<file path="config.mk">
export PLATFORM = sky130hd
export DESIGN_NAME = mem_wb_stage
export DESIGN_NICKNAME = d
export VERILOG_FILES = /design/src/rtl/mem_wb_stage.sv
export SDC_FILE = /design/constraint.sdc
export NUM_CORES = 1
export LEC_CHECK = 0
export BUFFER_PORTS_ARGS = -buffer_cell sky130_fd_sc_hd__buf_2
export CORE_MARGIN = 2
export CORE_UTILIZATION = 40
export DETAILED_ROUTE_END_ITERATION = 10
export PLACE_DENSITY = 0.69
export REMOVE_ABC_BUFFERS = 1
export SYNTH_ARGS = -nofsm -noshare
export SYNTH_HDL_FRONTEND = slang
export SYNTH_SLANG_ARGS = --single-unit
</file>
<file path="constraint.sdc">
create_clock -name clk -period 5.7 [get_ports clk]
set_clock_uncertainty 0.2 [all_clocks]
set_input_delay 0.57 -clock clk [delete_from_list [all_inputs] [get_ports clk]]
set_output_delay 0.57 -clock clk [all_outputs]
set_load 0.03 [all_outputs]
</file>
<file path="src/rtl/mem_wb_stage.sv">
// MEM/WB pipeline register: selects the write-back source, extracts and extends sub-word loads,
// and tracks validity, exceptions and retired instructions. State updates on the falling edge.
module mem_wb_stage #(
  parameter int unsigned DATA_W            = 32,
  parameter int unsigned REG_AW            = 5,
  parameter int unsigned OVF_TRAP          = 1,
  parameter int unsigned ZERO_REG_SUPPRESS = 1,
  parameter int unsigned CNT_W             = 32
) (
  input  logic              clk,
  input  logic              rst,
  input  logic              stall,
  input  logic              flush,
  input  logic              in_valid,
  input  logic              overflow,
  input  logic              reg_wr,
  input  logic              mem_to_reg,
  input  logic              link,
  input  logic [1:0]        ld_size,
  input  logic              ld_signed,
  input  logic [DATA_W-1:0] addr,
  input  logic [DATA_W-1:0] mem_rdata,
  input  logic [DATA_W-1:0] pc_link,
  input  logic [REG_AW-1:0] rw_in,
  output logic [DATA_W-1:0] wb_data,
  output logic              we,
  output logic [REG_AW-1:0] rw,
  output logic              wb_valid,
  output logic              exc_ovf,
  output logic              exc_align,
  output logic [CNT_W-1:0]  retired
);

  localparam int unsigned OffW = $clog2(DATA_W / 8);
  localparam bit          Is64 = (DATA_W == 64);

  logic [DATA_W-1:0] wb_data_q, wb_data_d;
  logic              we_q, we_d;
  logic [REG_AW-1:0] rw_q;
  logic              wb_valid_q;
  logic              exc_ovf_q, exc_ovf_d;
  logic              exc_align_q, exc_align_d;
  logic [CNT_W-1:0]  retired_q;

  logic [OffW-1:0]   off, off_h, off_w;
  logic [7:0]        lane_b;
  logic [15:0]       lane_h;
  logic [31:0]       lane_w;
  logic [DATA_W-1:0] ext;
  logic              is_half, is_word, is_dbl, misalign;

  always_comb begin
    off      = addr[OffW-1:0];
    off_h    = off;
    off_h[0] = 1'b0;
    off_w    = off;
    off_w[1:0] = 2'b00;

    lane_b = 8'(mem_rdata >> {off, 3'b000});
    lane_h = 16'(mem_rdata >> {off_h, 3'b000});
    lane_w = 32'(mem_rdata >> {off_w, 3'b000});

    is_half = (ld_size == 2'd1);
    // A double request on a 32-bit datapath degrades to a word access.
    is_dbl  = (ld_size == 2'd3) && Is64;
    is_word = (ld_size == 2'd2) || ((ld_size == 2'd3) && !Is64);

    ext = '0;
    unique case (1'b1)
      is_dbl:  ext = mem_rdata;
      is_word: ext = ld_signed ? DATA_W'(signed'(lane_w)) : DATA_W'(lane_w);
      is_half: ext = ld_signed ? DATA_W'(signed'(lane_h)) : DATA_W'(lane_h);
      default: ext = ld_signed ? DATA_W'(signed'(lane_b)) : DATA_W'(lane_b);
    endcase

    misalign = mem_to_reg && !link &&
               ((is_half && addr[0]) || (is_word && (addr[1:0] != 2'b00)) ||
                (is_dbl && (addr[2:0] != 3'b000)));

    exc_align_d = misalign;
    exc_ovf_d   = overflow && (OVF_TRAP != 0) && !mem_to_reg && !link;
    we_d        = reg_wr && !exc_ovf_d && !misalign &&
                  !((ZERO_REG_SUPPRESS != 0) && (rw_in == '0));
    wb_data_d   = link ? pc_link : (mem_to_reg ? ext : addr);
  end

  always_ff @(negedge clk) begin
    if (rst) begin
      wb_data_q   <= '0;
      we_q        <= 1'b0;
      rw_q        <= '0;
      wb_valid_q  <= 1'b0;
      exc_ovf_q   <= 1'b0;
      exc_align_q <= 1'b0;
      retired_q   <= '0;
    end else if (flush || (!stall && !in_valid)) begin
      wb_data_q   <= '0;
      we_q        <= 1'b0;
      rw_q        <= '0;
      wb_valid_q  <= 1'b0;
      exc_ovf_q   <= 1'b0;
      exc_align_q <= 1'b0;
    end else if (stall) begin
      // Held contents must not repeat their write or exception.
      we_q        <= 1'b0;
      exc_ovf_q   <= 1'b0;
      exc_align_q <= 1'b0;
    end else begin
      wb_data_q   <= wb_data_d;
      we_q        <= we_d;
      rw_q        <= rw_in;
      wb_valid_q  <= 1'b1;
      exc_ovf_q   <= exc_ovf_d;
      exc_align_q <= exc_align_d;
      if (!exc_ovf_d && !exc_align_d) retired_q <= retired_q + CNT_W'(1);
    end
  end

  assign wb_data   = wb_data_q;
  assign we        = we_q;
  assign rw        = rw_q;
  assign wb_valid  = wb_valid_q;
  assign exc_ovf   = exc_ovf_q;
  assign exc_align = exc_align_q;
  assign retired   = retired_q;

endmodule

</file>
==> impl_metrics.env, run 1 <==
export IMPL_status="finished clean"
export IMPL_syn_avg_cell_area_sq_um=8.27
export IMPL_dieArea_sq_um=11000
export IMPL_reg2reg_to="retired[25]"
export IMPL_drive_above_1_share=0.309
export IMPL_num_rows=36
export IMPL_grt_ovfl_total=0
export IMPL_rsz0062_at_grt="no"
export IMPL_postRouteWirelength_microns=14100
export IMPL_h_tree_depth=3
export IMPL_postCtsSetupRepairBufs=0
export IMPL_leakage_nw=2.71
export IMPL_synth_top_area_frac=0.358
export IMPL_drc_errors=0
export IMPL_post_cts_resized=0
export IMPL_switching_power_mw=0.477
export IMPL_clock_sinks=73
export IMPL_clk_pin_slew_ns=0.03
export IMPL_power_frac_seq=0.378
export IMPL_yosysWarnings=0
export IMPL_cp_required_ns=2.90
export IMPL_synthTopCellsByArea="dfxtp_1 (36%), a21oi_1 (7.9%), a221o_1 (3.7%)"
export IMPL_rr_startpoint="retired[9]"
export IMPL_clock_root_buffer="clkbuf_8"
export IMPL_setup_tns_ns=0
export IMPL_crit_path_end_kind="flip-flop"
export IMPL_start_kind="primary input"
export IMPL_viasPerCell=5.62
export IMPL_vias=4918
export IMPL_maxCapViolCount=0
export IMPL_n_fill_cell=995
export IMPL_max_vdd_ir_drop_mv=0.136
export IMPL_drt_iter0_drc=307
export IMPL_hp_start="wb_data[10]"
export IMPL_synth_edf_count=0
export IMPL_coreArea_sq_um=9820
export IMPL_synth_top_area_cell="dfxtp_1"
export IMPL_synthFlopType="dfxtp_1"
export IMPL_nNetsFinal=851
export IMPL_num_antenna_cells=0
export IMPL_cp_arrival_ns=2.35
export IMPL_cp_slowest_cell="mux4_2"
export IMPL_dpl_hpwl_microns=10200
export IMPL_grt_usage=0.250
export IMPL_layout_common_cells="buf_2 (185), inv_1 (98), dfxtp_1 (73)"
export IMPL_holdPathEnd="wb_data[10]"
export IMPL_cp_max_fo=7
export IMPL_criticalPathCategory="primary input to flip-flop"
export IMPL_yosys_register_bits=73
export IMPL_rr_worst_depth=5
export IMPL_antenna_found_initial=0
export IMPL_clk_path_buf_depth=2
export IMPL_synth_cell_area_sq_um=4080
export IMPL_hold_path_class="flip-flop to flip-flop"
export IMPL_yosysUniqueCellTypes=54
export IMPL_worst_pin_slew_ns=1.07
export IMPL_total_power_mw=1.40
export IMPL_setup_viol=0
export IMPL_grt_pass1_wl_microns=22500
export IMPL_synthToLayoutAreaGrowth_pct=38.1
export IMPL_cts_tree="built"
export IMPL_cts_inserted_buffers=9
export IMPL_cp_cell_sequence="buf_2 -> nor2b_1 -> mux4_2 -> nor2b_1 -> a2111oi_0 -> nor3_1"
export IMPL_die_x_microns=105
export IMPL_comb_power_share=0.139
export IMPL_max_stage_delay_ns=0.53
export IMPL_cp_common_cell="nor2b_1"
export IMPL_slew_headroom=0.284
export IMPL_finalHoldViolations=0
export IMPL_drv_slew=0
export IMPL_start_util=0.415
export IMPL_p_int_mw=0.921
export IMPL_drt_wirelength_per_cell_microns=16.2
export IMPL_gp_congestion=0.870
export IMPL_grt_start_max_net_pins=50
export IMPL_die_height_microns=105
export IMPL_port_buffers=185
export IMPL_ys_seq_area_frac=0.358
export IMPL_setup_slack_ns=0.544
export IMPL_p_sw_frac=0.341
export IMPL_final_antenna_net_count=0
export IMPL_whs_path_depth=1
export IMPL_dp_slack_ns=0.173
export IMPL_first_pass_iters=5
export IMPL_ff2ff_setup_slack_ns=3.20
export IMPL_cts_hold_fix_buffers=0
export IMPL_synthArstFlopShare=0
export IMPL_final_common_cell="buf_2"
export IMPL_p_per_area_nw_per_um2=248
export IMPL_clkPwrFrac=0.483
export IMPL_synthCells=493
export IMPL_clock_latency_ns=0.41
export IMPL_num_io_pins=186
export IMPL_grt_pass1_vias=4867
==> metrics by stage <==
step / area, sq um / hold WS [ns] / cells / util
6_report: 5630 / 0.236 / 875 / 0.574
5_1_grt: 5630 / 0.265 / 875 / 0.574
2_1_floorplan: 3920 / 0.375 / 453 / -
3_3_place_gp: 5140 / 0.230 / 787 / 0.523
3_5_place_dp: 5140 / 0.234 / 787 / 0.523
4_1_cts: 5630 / 0.242 / 875 / 0.574
==> cell usage after synthesis (15+ instances only) <==
cell and number:
nor2_1 35, clkbuf_1 33, o21ai_0 21, a221oi_1 17, a21oi_1 64, a221o_1 15, inv_1 26, nand2_1 16
dfxtp_1 73
==> worst max-delay path: cells and delay by family <==
kind | cells | cell delay (ns)
simple gates | 3 | 0.56
mux | 1 | 0.53
compound gates | 1 | 0.51
buf+inv | 1 | 0.17
==> cell type report <==
type	count	area [sq um]	area share
Multi-Input combinational cell	354	2370	0.420
Clock inverter	80	373	0.0662
Timing Repair Buffer	201	1050	0.186
Tap cell	133	166	0.0295
Sequential cell	73	1460	0.259
Inverter	25	93.8	0.0167
Clock buffer	9	124	0.0220
==> power groups by stage <==
stage          sequential, mW  clock, mW  combinational, mW
2_1_floorplan           0.553     0.0787             0.0724
3_3_place_gp            0.535     0.0787              0.189
3_5_place_dp            0.535     0.0787              0.192
4_1_cts                 0.527      0.703              0.193
5_1_grt                 0.527      0.761              0.211
6_report                0.528      0.676              0.194
==> state kept, by name (all words and copies together) (netlist names) <==
name       cells
retired       32
wb_data       32
rw             5
exc_align      1
exc_ovf        1
wb_valid       1
we             1
==> layer usage <==
layer	up-vias	GRT usage	wire length, microns
met5	-	0	0
met4	0	0.117	317
met3	23	0.0886	1150
met2	212	0.401	6770
met1	2321	0.297	5910
li1	2362	-	-
==> how the worst max path moves through the flow <==
stage                     startpoint           to  slack [ns]  cells past startpoint
after floorplan                stall   wb_data[9]        0.29                      4
after global routing            link  wb_data[17]        0.49                      5
after detailed placement     addr[0]   wb_data[7]        0.17                      6
final                        addr[0]   wb_data[7]        0.54                      6
after CTS                    addr[0]   wb_data[7]        0.58                      6
after global placement       addr[0]   wb_data[7]        0.25                      6
==> cells by family (layout without fill, tap and decap cells) <==
family          Yosys count  in the layout  share of synthesized area
compound gates          186            186                      0.312
xor+xnor                 14             14                     0.0301
fa+ha+maj                 1              1                    0.00307
buf+inv                  66            315                     0.0635
flops                    73             73                      0.358
mux                      15             15                     0.0469
simple gates            138            138                      0.186
Note: power is estimated with default switching activity, not from simulation.
==> run 2: changes to the inputs <==
--- a/config.mk
+++ b/config.mk
@@ -9,6 +9,7 @@
 export CORE_MARGIN = 2
 export CORE_UTILIZATION = 40
 export DETAILED_ROUTE_END_ITERATION = 10
+export MAX_ROUTING_LAYER = met4
 export PLACE_DENSITY = 0.69
 export REMOVE_ABC_BUFFERS = 1
 export SYNTH_ARGS = -nofsm -noshare
==> impl_metrics.env, run 2 (synthesized netlist as in run 1, its figures left out) <==
export IMPL_cts_hold_fix_buffers=0
export IMPL_grt_pass1_wl_microns=22100
export IMPL_rr_startpoint="retired[8]"
export IMPL_num_io_pins=186
export IMPL_clock_sinks=73
export IMPL_start_util=0.415
export IMPL_cp_max_fo=10
export IMPL_vias=4894
export IMPL_dieArea_sq_um=11000
export IMPL_clk_path_buf_depth=2
export IMPL_slew_headroom=0.297
export IMPL_cts_inserted_buffers=9
export IMPL_grt_ovfl_total=0
export IMPL_clock_latency_ns=0.43
export IMPL_dpl_hpwl_microns=10200
export IMPL_dp_slack_ns=0.221
export IMPL_final_antenna_net_count=0
export IMPL_grt_start_max_net_pins=50
export IMPL_start_kind="primary input"
export IMPL_final_common_cell="buf_2"
export IMPL_rsz0062_at_grt="no"
export IMPL_nNetsFinal=851
export IMPL_layout_common_cells="buf_2 (185), inv_1 (98), dfxtp_1 (73)"
export IMPL_coreArea_sq_um=9820
export IMPL_maxCapViolCount=0
export IMPL_register_area_sq_um=1460
export IMPL_num_antenna_cells=0
export IMPL_drc_errors=0
export IMPL_drive_above_1_share=0.309
export IMPL_port_buffers=185
export IMPL_h_tree_depth=3
export IMPL_drt_wirelength_per_cell_microns=16.1
export IMPL_setup_tns_ns=0
export IMPL_antenna_found_initial=0
export IMPL_criticalPathCategory="primary input to flip-flop"
export IMPL_worst_pin_slew_ns=1.05
export IMPL_first_pass_iters=5
export IMPL_postCtsSetupRepairBufs=0
export IMPL_grt_pass1_vias=4861
export IMPL_hp_start="wb_data[9]"
export IMPL_leakage_nw=2.70
export IMPL_n_fill_cell=968
export IMPL_hold_path_class="flip-flop to flip-flop"
export IMPL_postRouteWirelength_microns=14100
export IMPL_finalHoldViolations=0
export IMPL_ff2ff_setup_slack_ns=3.27
export IMPL_synthToLayoutAreaGrowth_pct=37.9
export IMPL_die_height_microns=105
export IMPL_clk_pin_slew_ns=0.05
export IMPL_drv_slew=0
export IMPL_gp_congestion=0.883
export IMPL_grt_usage=0.253
export IMPL_viasPerCell=5.59
export IMPL_post_route_util=0.573
export IMPL_reg2reg_to="retired[25]"
export IMPL_post_cts_resized=0
export IMPL_die_x_microns=105
export IMPL_clock_root_buffer="clkbuf_8"
export IMPL_whs_path_depth=1
export IMPL_setup_viol=0
export IMPL_drt_iter0_drc=325
export IMPL_p_per_area_nw_per_um2=245
export IMPL_status="finished clean"
export IMPL_setup_slack_ns=0.617
export IMPL_cp_arrival_ns=2.37
export IMPL_cts_tree="built"
export IMPL_max_vdd_ir_drop_mv=0.134
export IMPL_num_rows=36
export IMPL_crit_path_end_kind="flip-flop"
export IMPL_holdPathEnd="wb_data[9]"
export IMPL_multi_input_area_sq_um=2370
export IMPL_rr_worst_depth=5
export IMPL_cp_required_ns=2.98
## run 2: power by group
group / switching (mW) / internal [mW] / total (mW)
registers: 0.00484 / 0.522 / 0.527
clock network: 0.410 / 0.247 / 0.657
logic: 0.114 / 0.0795 / 0.194
total: 0.529 / 0.849 / 1.38
## run 2: metrics by stage
| step | area, sq um | std cells | hold slack [ns] | power (mW) |
|---|---|---|---|---|
| 6_report | 5620 | 875 | 0.245 | 1.38 |
| 2_1_floorplan | 3920 | 453 | 0.375 | 0.704 |
| 5_1_grt | 5620 | 875 | 0.266 | 1.48 |
| 4_1_cts | 5620 | 875 | 0.249 | 1.40 |
| 3_5_place_dp | 5140 | 787 | 0.240 | 0.806 |
| 3_3_place_gp | 5140 | 787 | 0.230 | 0.803 |
## run 2: worst max path at each step
stage	start	to	slack [ns]	cells after the start
floorplan	stall	wb_data[9]	0.29	4
global placement	addr[0]	wb_data[7]	0.27	6
detailed placement	addr[0]	wb_data[7]	0.22	6
CTS	ld_size[1]	retired[27]	0.63	6
global route	ld_size[1]	retired[27]	0.53	6
finish	ld_size[1]	retired[27]	0.62	6
## run 2: area by class of cell
class,count,area share
sequential,73,0.260
clock inverter,80,0.0650
timing repair buffer,201,0.186
inverter,25,0.0167
clock buffer,9,0.0220
tap,133,0.0296
multi-input combinational,354,0.421
## run 2: critical path, stage by stage
cell	delay, ns
buf_2	0.16
and2_1	0.20
o21a_1	0.20
or3_1	0.51
or4_1	0.54
a21oi_1	0.17
## run 2: per-layer routing
metal	share of wire	vias to the layer above	global-route usage
li1	-	2358	-
met1	0.40	2292	0.282
met2	0.49	217	0.397
met3	0.083	27	0.0880
met4	0.025	0	0.135
met5	0	-	-
